### src/rtl/regfile_pkg.sv
// regfile_pkg: shared defaults, write-lane bundle and lane-priority resolver
package regfile_pkg;
  localparam int DEF_DATA_W = 8;
  localparam int DEF_DEPTH = 8;
  localparam int LANE_ADDR_W = 16;
  localparam int LANE_DATA_W = 64;
  typedef struct packed {
    logic we;
    logic [LANE_ADDR_W-1:0] addr;
    logic [LANE_DATA_W-1:0] data;
  } lane_t;
  function automatic logic [LANE_DATA_W-1:0] lane_pick(lane_t l0, lane_t l1, logic [LANE_ADDR_W-1:0] a,
                                                       logic [LANE_DATA_W-1:0] arr);
    return (l1.we && l1.addr == a) ? l1.data : (l0.we && l0.addr == a) ? l0.data : arr;
  endfunction
endpackage

### src/rtl/regfile_scoreboard.sv
// regfile_scoreboard: per-entry busy bits with reserve/clear and registered busy count
module regfile_scoreboard
  import regfile_pkg::*;
#(
  parameter int DEPTH = DEF_DEPTH,
  parameter bit ZERO_REG = 1'b0,
  localparam int ADDR_W = $clog2(DEPTH)
) (
  input  logic              clk,
  input  logic              rst,
  input  logic              we0,
  input  logic [ADDR_W-1:0] waddr0,
  input  logic              we1,
  input  logic [ADDR_W-1:0] waddr1,
  input  logic              rsv_en,
  input  logic [ADDR_W-1:0] rsv_addr,
  input  logic [ADDR_W-1:0] raddr1,
  input  logic [ADDR_W-1:0] raddr2,
  output logic              rbusy1,
  output logic              rbusy2,
  output logic [ADDR_W:0]   busy_cnt
);
  logic [DEPTH-1:0] busy, busy_nxt;
  logic [ADDR_W:0] cnt_nxt;
  always_comb begin
    busy_nxt = busy;
    cnt_nxt = '0;
    for (int i = 0; i < DEPTH; i++) begin
      busy_nxt[i] = ((we0 && waddr0 == ADDR_W'(i)) || (we1 && waddr1 == ADDR_W'(i))) ? 1'b0 : busy[i];
      // a new reservation supersedes a same-cycle completing write
      busy_nxt[i] = (rsv_en && rsv_addr == ADDR_W'(i) && !(ZERO_REG && i == 0)) ? 1'b1 : busy_nxt[i];
      cnt_nxt = cnt_nxt + (ADDR_W+1)'(busy_nxt[i]);
    end
  end
  always_ff @(posedge clk) begin
    busy <= rst ? '0 : busy_nxt;
    busy_cnt <= rst ? '0 : cnt_nxt;
  end
  assign rbusy1 = busy[raddr1] & ~((we0 && waddr0 == raddr1) || (we1 && waddr1 == raddr1));
  assign rbusy2 = busy[raddr2] & ~((we0 && waddr0 == raddr2) || (we1 && waddr1 == raddr2));
endmodule

### src/rtl/regfile_2w2r_sb.sv
// regfile_2w2r_sb: 2-write/2-read register file with write bypass and busy scoreboard
module regfile_2w2r_sb
  import regfile_pkg::*;
#(
  parameter int DATA_W = DEF_DATA_W,
  parameter int DEPTH = DEF_DEPTH,
  parameter bit ZERO_REG = 1'b0,
  localparam int ADDR_W = $clog2(DEPTH)
) (
  input  logic              clk,
  input  logic              rst,
  input  logic              we0,
  input  logic [ADDR_W-1:0] waddr0,
  input  logic [DATA_W-1:0] wdata0,
  input  logic              we1,
  input  logic [ADDR_W-1:0] waddr1,
  input  logic [DATA_W-1:0] wdata1,
  input  logic [ADDR_W-1:0] raddr1,
  output logic [DATA_W-1:0] rdata1,
  output logic              rbusy1,
  input  logic [ADDR_W-1:0] raddr2,
  output logic [DATA_W-1:0] rdata2,
  output logic              rbusy2,
  input  logic              rsv_en,
  input  logic [ADDR_W-1:0] rsv_addr,
  output logic [ADDR_W:0]   busy_cnt
);
  logic [DATA_W-1:0] mem [DEPTH];
  logic ew0, ew1;
  lane_t lane0, lane1;
  // effective enables: no writes under reset, none to a hardwired zero entry
  assign ew0 = we0 & ~rst & ~(ZERO_REG & (waddr0 == '0));
  assign ew1 = we1 & ~rst & ~(ZERO_REG & (waddr1 == '0));
  assign lane0 = '{we: ew0, addr: LANE_ADDR_W'(waddr0), data: LANE_DATA_W'(wdata0)};
  assign lane1 = '{we: ew1, addr: LANE_ADDR_W'(waddr1), data: LANE_DATA_W'(wdata1)};
  always_ff @(posedge clk)
    for (int i = 0; i < DEPTH; i++)
      mem[i] <= rst ? '0 : DATA_W'(lane_pick(lane0, lane1, LANE_ADDR_W'(i), LANE_DATA_W'(mem[i])));
  assign rdata1 = (ZERO_REG && raddr1 == '0) ? '0
                : DATA_W'(lane_pick(lane0, lane1, LANE_ADDR_W'(raddr1), LANE_DATA_W'(mem[raddr1])));
  assign rdata2 = (ZERO_REG && raddr2 == '0) ? '0
                : DATA_W'(lane_pick(lane0, lane1, LANE_ADDR_W'(raddr2), LANE_DATA_W'(mem[raddr2])));
  regfile_scoreboard #(.DEPTH(DEPTH), .ZERO_REG(ZERO_REG)) u_sb (
    .clk(clk), .rst(rst),
    .we0(ew0), .waddr0(waddr0), .we1(ew1), .waddr1(waddr1),
    .rsv_en(rsv_en), .rsv_addr(rsv_addr),
    .raddr1(raddr1), .raddr2(raddr2),
    .rbusy1(rbusy1), .rbusy2(rbusy2), .busy_cnt(busy_cnt)
  );
endmodule

### config.mk
export PLATFORM = sky130hd
export DESIGN_NAME = regfile_2w2r_sb
export DESIGN_NICKNAME = d
export VERILOG_FILES = /design/src/rtl/regfile_pkg.sv /design/src/rtl/regfile_scoreboard.sv /design/src/rtl/regfile_2w2r_sb.sv
export SDC_FILE = /design/constraint.sdc
export NUM_CORES = 1
export LEC_CHECK = 0
export ABC_AREA = 1
export CORE_MARGIN = 2
export CORE_UTILIZATION = 58
export CTS_CLUSTER_SIZE = 16
export DETAILED_ROUTE_END_ITERATION = 7
export PLACE_DENSITY = 0.78
export REMOVE_ABC_BUFFERS = 1
export SLEW_MARGIN = 20
export SYNTH_ARGS = -nofsm -noshare
export SYNTH_HDL_FRONTEND = slang
export SYNTH_SLANG_ARGS = --single-unit
### constraint.sdc
create_clock -name clk -period 4.9 [get_ports clk]
set_clock_uncertainty 0.15 [all_clocks]
set_input_delay 0.98 -clock clk [delete_from_list [all_inputs] [get_ports clk]]
set_output_delay 0.98 -clock clk [all_outputs]
set_load 0.01 [all_outputs]
# Word-level counts from Yosys, hierarchy flattened
# Memory sizes are Yosys's and may differ from the RTL's.
# Cells that the tools add are included.
# Widths: inputs -> output; s select.
# word_totals
register_bits	12
latch_bits	0
ram_bits	64
romBits	0
input_bits	36
wordCells	145
n_memories	1
# mem_list
name	words	word_bits	read_ports	rd_ports_with_merged_regs	write_ports	line_no	rtl
mem	8	8	2	0	8	regfile_2w2r_sb.sv:28	logic [DATA_W-1:0] mem [DEPTH];
# op_classes
n_addsub	7
multipliers	0
n_div	0
order_cmp	2
n_eq_ne	33
shift	0
muxes	48
bitwise_logic	7
n_reduce_logical	45
# ops
op	count
$mux 8	28
$eq 3x3->1 const B	12
$logic_not 16->1	2
$logic_and 1x1->1	30
$add 4x1->4	6
$ne 3x3->1 const B	8
$eq 3x2->1 const B	6
$mux 1	18
$eq 3x3->1	4
$logic_or 1x1->1	10
$eq 3x1->1 const B	3
$logic_not 3->1	3
$lt 3x4->1 const B	2
$bmux 1 s3	2
$and 1x1->1	4
$not 1->1	3
$add 1x1->2	1

# Longest topological paths before layout
# Gate-level depths: netlist of the first run.
# logic_depth
ltp_word	13
ltp_mapped	17
mapped_depth_nobuf	17

# Hierarchy
# Synthesis of the first run repeated with hierarchy kept, for this count alone.
# unflattened
hier_cells	968
hier_area_um2	6107.1
# modules_own_cells
mod	instances	cells_per_inst	area_each_um2	seq_area_each_um2
regfile_2w2r_sb	1	768	5012.3	1921.8
regfile_scoreboard	1	200	1094.8	240.2

# Least setup slack after synthesis of the first run
# No wires, ideal clock.
# synth_timing
path_type	input to register
startpoint	input port we1
endpoint	register u_sb.busy_cnt[1]
arrival_ns	3.920
required_time_ns	4.684
path_slack_ns	0.764
path_stages	16
cell_sequence	inv_1 -> nor2_4 -> nand2_2 -> nor2_2 -> a21oi_1 -> nand2_1 -> nand2_1 -> ha_1 -> fa_1 -> inv_1 -> fa_1 -> inv_1 -> fa_1 -> inv_1 -> fa_1 -> nor2_1
# synth_between
elab_chain_cells	12
elab_cells_between_ends	40
# synth_rtl
element	line_no	rtl
start, declared	regfile_2w2r_sb.sv:15	input logic we1,
$and 1x1->1	regfile_2w2r_sb.sv:33	assign ew1 = we1 & ~rst & ~(ZERO_REG & (waddr1 == '0));
$logic_and 1x1->1	regfile_scoreboard.sv:29	busy_nxt[i] = ((we0 && waddr0 == ADDR_W'(i)) || (we1 && waddr1 == ADDR_W'(i))) ? 1'b0 : busy[i];
$logic_or 1x1->1	regfile_scoreboard.sv:29	
$mux 1	regfile_scoreboard.sv:29	
$mux 1	regfile_scoreboard.sv:31	busy_nxt[i] = (rsv_en && rsv_addr == ADDR_W'(i) && !(ZERO_REG && i == 0)) ? 1'b1 : busy_nxt[i];
named net u_sb.busy_nxt[0]	regfile_scoreboard.sv:23	logic [DEPTH-1:0] busy, busy_nxt;
$add 1x1->2	regfile_scoreboard.sv:32	cnt_nxt = cnt_nxt + (ADDR_W+1)'(busy_nxt[i]);
$add 4x1->4 (6 in series)	regfile_scoreboard.sv:32	
end signal, assigned	regfile_scoreboard.sv:37	busy_cnt <= rst ? '0 : cnt_nxt;
end, declared	regfile_scoreboard.sv:21	output logic [ADDR_W:0] busy_cnt
# The timed path passes the listed nets, and every way through them passes these cells.
# A chain may end at the register's enable or synchronous reset.

# Worst setup path after layout of the first run
# layout_timing
startpoint	input port raddr1[2]
endpoint	output port rdata1[7]
# layout_between
elab_chain_cells	4
elab_cells_between_ends	7
# layout_rtl
element	line_no	rtl
start, declared	regfile_2w2r_sb.sv:18	input logic [ADDR_W-1:0] raddr1,
branches (longest 3 deep; another with $mem_v2 8x8)	n/a	
$mux 8 *	regfile_pkg.sv:14	return (l1.we && l1.addr == a) ? l1.data : (l0.we && l0.addr == a) ? l0.data : arr;
end, declared	regfile_2w2r_sb.sv:19	output logic [DATA_W-1:0] rdata1,
# Mark *: on every way between the ends.

==> results of run 1 <==
[routing by layer]
layer	vias up	track usage, %
li1	2939	-
met1	2793	47.8
met2	499	60.2
met3	76	6.64
met4	0	18.2
met5	-	0
[metrics by stage]
step	worst slack, ps	instance area [um2]	hold WS (ps)
global route	232	6650	351
CTS	478	6650	338
detailed placement	134	6490	326
global placement	220	6490	330
floorplan	766	5560	305
finish	393	6650	342
[power by group through the flow]
stage | Clock (mW) | Sequential (mW) | Combinational [mW]
5_1_grt | 0.446 | 0.794 | 0.502
4_1_cts | 0.417 | 0.787 | 0.449
3_5_place_dp | 0 | 0.802 | 0.447
3_3_place_gp | 0 | 0.800 | 0.436
6_report | 0.418 | 0.787 | 0.458
2_1_floorplan | 0 | 0.797 | 0.232
[worst min-delay path by stage]
stage,startpoint,to
3_3_place_gp,u_sb.busy[5],u_sb.busy[5]
6_report,u_sb.busy[1],u_sb.busy[1]
2_1_floorplan,u_sb.busy[1],u_sb.busy[1]
4_1_cts,u_sb.busy[1],u_sb.busy[1]
5_1_grt,u_sb.busy[1],u_sb.busy[1]
3_5_place_dp,u_sb.busy[1],u_sb.busy[1]
[cells by family after synthesis]
logic type	Yosys count	synth area share, %
buffers and inverters	154	10.5
adder cells (fa/ha/maj)	7	2.03
AO/OA/AOI/OAI	159	14.7
flip-flops	76	37.3
AND/OR/NAND/NOR	494	35.1
XOR/XNOR	2	0.302
[layout make-up]
| class | count | share of cell area, % |
|---|---|---|
| inverters | 101 | 5.70 |
| clock inverters | 6 | 0.470 |
| flip-flops and latches | 76 | 32.5 |
| repair buffers | 84 | 11.5 |
| well taps | 133 | 2.50 |
| clock buffers | 10 | 1.92 |
| multi-input cells | 662 | 45.4 |
[cells in the mapped netlist]
cell and number:
nand2_4 2, o211ai_1 16, nor2_4 6, buf_4 3
nand2_1 239, buf_2 16, a21oi_2 5, dfxtp_1 12
o21ai_1 3, buf_1 10, o21ai_0 93, clkbuf_1 24
a21oi_1 42, xor2_1 2, clkinv_1 1, ha_1 3
nand3b_1 1, nor2_1 167, inv_1 79, fa_1 4
nand2_2 5, edfxtp_1 64, inv_2 21, nand3_1 66
nor2_2 8
[critical path: cells and delay by family]
family | cells | cell delay [ps]
AOI/OAI and AO/OA | 2 | 280
and+or+nand+nor | 4 | 590
buffers and inverters | 4 | 1510
[sequential cells by signal (all words and copies together) (netlist names)]
register,cells
mem,64
u_sb.busy,8
u_sb.busy_cnt,4
==> qor.yml, run 1 <==
cts_tree: "done"
dieArea_um2: 10800
globalRouteOverflowTotal: 0
clk_path_buf_depth: 2
yosysUniqueCellTypes: 25
initial_core_util_pct: 59.6
r2r_setup_slack_ps: 1920
setup_violations: 0
cp-endpoint: "rdata1[7]"
drive_above_1_share_pct: 9.37
clock_latency_ps: 370
hold_violations: 0
r2r-end: "u_sb.busy_cnt[1]"
dp.cells: 1056
synth_area_leaders: "edfxtp_1 (33%), nand2_1 (15%), nor2_1 (11%)"
sequentialPowerShare_pct: 47.3
yosysTopAreaCell: "edfxtp_1"
h-tree-depth: 3
p_total_mw: 1.66
viasPerCell: 5.88
p_int_mw: 1.11
finalNetCount: 977
swShare_pct: 33.0
grt_pass1_wl_um: 31100
fin_crit_ps: 4510
p_comb_share_pct: 27.5
worst_pin_slew_ps: 580
worstPathRequired_ps: 3770
postCtsSetupBuffers: 0
cp-end-kind: "output port"
synth_top_area_share_pct: 33.2
drc: 0
clockRootBuffer: "clkbuf_8"
status: "finished, final reports clean"
ys.warnings.count: 0
syn_inst: 892
vias: 6307
finish.utilization_pct: 68.4
routed_wirelength_um: 19600
ctsHoldBuffers: 0
ir_worst_vdd_mv: 0.173
critPathArrivalTime_ps: 3380
crit_path_max_fanout: 15
die_width_um: 104
tns_ps: 0
io_pins: 58
portBuffers: 57
fin_crit_sh_pct: 92.0
syn_to_final_growth_pct: 14.8
cap_violations: 0
wl_met2_um: 8970
first_global_vias: 5917
slew_headroom_pct: 61.2
drv_slew: 0
multi_input_area_um2: 3020
layout_commonest_cell: "nand2_1"
slowest_delay_ps: 660
cpMaxStageDelayCell: "clkdlybuf4s50_1"
antenna_left: 0
antenna_found_initial: 0
coreArea_um2: 9730
startpoint_type: "input pin"
syn_area_per_cell_um2: 6.50
hold_path_depth: 2
cts_inserted_buffers: 9
crit_chain: "clkdlybuf4s50_1 > inv_1 > nand2_1 > o21ai_1 > nor2_2 > nand2_2 > nand2_1 > inv_1 > a21oi_1 > clkdlybuf4s50_1"
place.gp.congestion: 0.997
synthesis.area_um2: 5790
clk_pin_slew_ps: 70
p_leak_nw: 3.12
rows: 36
rsz0062_at_grt: "no"
seqCellArea_um2: 2160
grt_max_degree: 63
antennaDiodeCount: 0
crit_start: "raddr1[2]"
instances_no_fill: 1072
wl_per_cell_um: 18.3
p_per_area_nw_per_um2: 250
final_cell_mix: "nand2_1 (239), nor2_1 (167), o21ai_0 (93)"
grt_util_all_layers_pct: 37.1
p_sw_uw: 549
ys_ff_latch: 76
wl_met1_um: 7220
fmax_ghz: 0.222
criticalPathCategory: "input pin to output port"
cts_sinks: 76
fill_cells: 874
drt_pre_antenna_iters: 8
pwr-share-clk_pct: 25.1
top_layer: "met4"
synth_seq_area_share_pct: 37.3
dr_wl_met3_um: 2460
die_h_um: 104
ctsResizeCount: 0
dr.first_iter.drc_count: 842
dp_hpwl_um: 13700
hold_path.class: "register to register"
worst_r2r_path_depth: 11
r2r-start: "u_sb.busy[0]"
Note: power is estimated with default switching activity, not from simulation.
==> run 2, diff against run 1 <==
GPL_TIMING_DRIVEN = 1   (was default)
==> results of run 2 <==
Same layout as run 1: the final DEF is identical, and so are final timing and power.
==> run 3, diff against run 2 <==
CORE_MARGIN = 3   (was 2)
==> qor.yml, run 3 (synthesis results as in run 1) <==
largest_reg_flops: 64
cts_tree: "done"
critPathArrivalTime_ps: 4630
initial_core_util_pct: 61.3
clock_latency_ps: 370
antenna_found_initial: 0
clockRootBuffer: "clkbuf_8"
drc: 0
p_int_mw: 1.13
p_per_area_nw_per_um2: 259
io_pins: 58
min_from: "u_sb.busy[0]"
postCtsSetupBuffers: 0
portBuffers: 57
crit_chain: "clkdlybuf4s50_1 > nor2_1 > inv_1 > nor2_1 > a21oi_1 > nand2_1 > nand2_1 > ha_1 > fa_1 > inv_1 > fa_1 > inv_1 > fa_1 > inv_1 > fa_1 > nor2_1"
drv_slew: 0
status: "finished, final reports clean"
final_cell_mix: "nand2_1 (239), nor2_1 (167), o21ai_0 (93)"
drive_above_1_share_pct: 9.01
fin_crit_sh_pct: 91.4
p_total_mw: 1.71
p_comb_share_pct: 26.7
grt_pass1_wl_um: 31300
hold_path.class: "register to register"
finalNetCount: 970
routed_wirelength_um: 19700
rsz0062_at_grt: "no"
ctsResizeCount: 0
critPathBufInv: 5
die_width_um: 106
criticalPathCategory: "input pin to register"
pwr-share-clk_pct: 27.3
first_global_vias: 5939
r2r-start: "u_sb.busy[0]"
top_register: "mem"
ir_worst_vdd_mv: 0.142
critical-path-top-delay-family: "adder cells"
grt_max_degree: 54
cpMaxStageDelayCell: "fa_1"
slew_headroom_pct: 61.7
place.gp.congestion: 0.935
syn_to_final_growth_pct: 14.1
cp-end-kind: "register"
hold_path_depth: 2
multi_input_area_um2: 3020
rows: 35
p_leak_nw: 3.10
slowest_delay_ps: 500
crit_path_max_fanout: 4
r2r-end: "u_sb.busy_cnt[1]"
clk_path_buf_depth: 2
dieArea_um2: 11200
worst_r2r_path_depth: 11
dp_hpwl_um: 13700
hold_end: "u_sb.busy[0]"
worstPathRequired_ps: 5050
cts_sinks: 76
antenna_left: 0
ctsHoldBuffers: 0
dr.first_iter.drc_count: 679
viasPerCell: 5.90
globalRouteOverflowTotal: 0
startpoint_type: "input pin"
grt_util_all_layers_pct: 36.1
fin_crit_ps: 4480
tns_ps: 0
swShare_pct: 34.0
fill_cells: 874
clk_pin_slew_ps: 80
cts_inserted_buffers: 9
seqCellArea_um2: 2160
p_sw_uw: 582
layout_commonest_cell: "nand2_1"
wl_per_cell_um: 18.6
setup_violations: 0
die_h_um: 106
hold_violations: 0
vias: 6255
top_regs: "mem x64, u_sb.busy x8, u_sb.busy_cnt x4"
coreArea_um2: 9460
worst_pin_slew_ps: 571
h-tree-depth: 3
drt_pre_antenna_iters: 6
antennaDiodeCount: 0
sequentialPowerShare_pct: 46.0
r2r_setup_slack_ps: 1890
fmax_ghz: 0.223
cap_violations: 0
-- run 3: cell count changes in the layout (fill, tap and decap cells not counted) --
cell / previous run / this run
clkinvlp_4: 2 / 3
buf_4: 27 / 20
clkinv_1: 4 / 1
clkbuf_8: 9 / 10
inv_6: 0 / 1
-- run 3: cell type report --
| class | count | area share (%) |
|---|---|---|
| multi-input cells | 662 | 45.7 |
| inverters | 101 | 5.73 |
| well taps | 129 | 2.44 |
| clock buffers | 11 | 2.14 |
| clock inverters | 5 | 0.549 |
| repair buffers | 77 | 10.7 |
| flip-flops and latches | 76 | 32.7 |
-- run 3: worst register-to-register path, delay by kind of cell, from the launching register on --
family                     cells  cell delay (ps)
and+or+nand+nor                3              250
buffers and inverters          3              190
adders and majority gates      5             2040
DFF                            1              330
-- run 3: routing by layer --
layer,part of all wire [%],global-route usage [%]
met1,36,47.3
met2,45,57.4
met3,14,7.16
met4,5.4,17.9
met5,0,0
-- run 3: how the worst max path moves through the flow --
stage                     from          endpoint  slack, ps  cells past startpoint
final                      rst  u_sb.busy_cnt[1]        420                     16
after global placement     rst  u_sb.busy_cnt[1]        170                     16
after global routing       rst  u_sb.busy_cnt[1]        280                     16
after floorplan            we1  u_sb.busy_cnt[1]        770                     16
after detailed placement   rst  u_sb.busy_cnt[1]         90                     16
after CTS                  rst  u_sb.busy_cnt[1]        470                     16
-- run 3: stage by stage --
step	cells	instance area [um2]	utilization, %	setup slack [ps]	hold slack (ps)
after floorplan	839	5560	-	766	305
after global placement	1045	6440	68.0	170	328
after detailed placement	1045	6440	68.0	88.0	345
after CTS	1061	6610	69.9	469	357
after global routing	1061	6610	69.9	282	390
final	1061	6610	69.9	422	367
-- run 3: power by group through the flow --
stage               registers (mW)  clock network (mW)  logic, mW
floorplan                    0.797                   0      0.232
global placement             0.801                   0      0.435
detailed placement           0.803                   0      0.446
CTS                          0.788               0.462      0.448
global route                 0.795               0.486      0.500
finish                       0.789               0.468      0.458
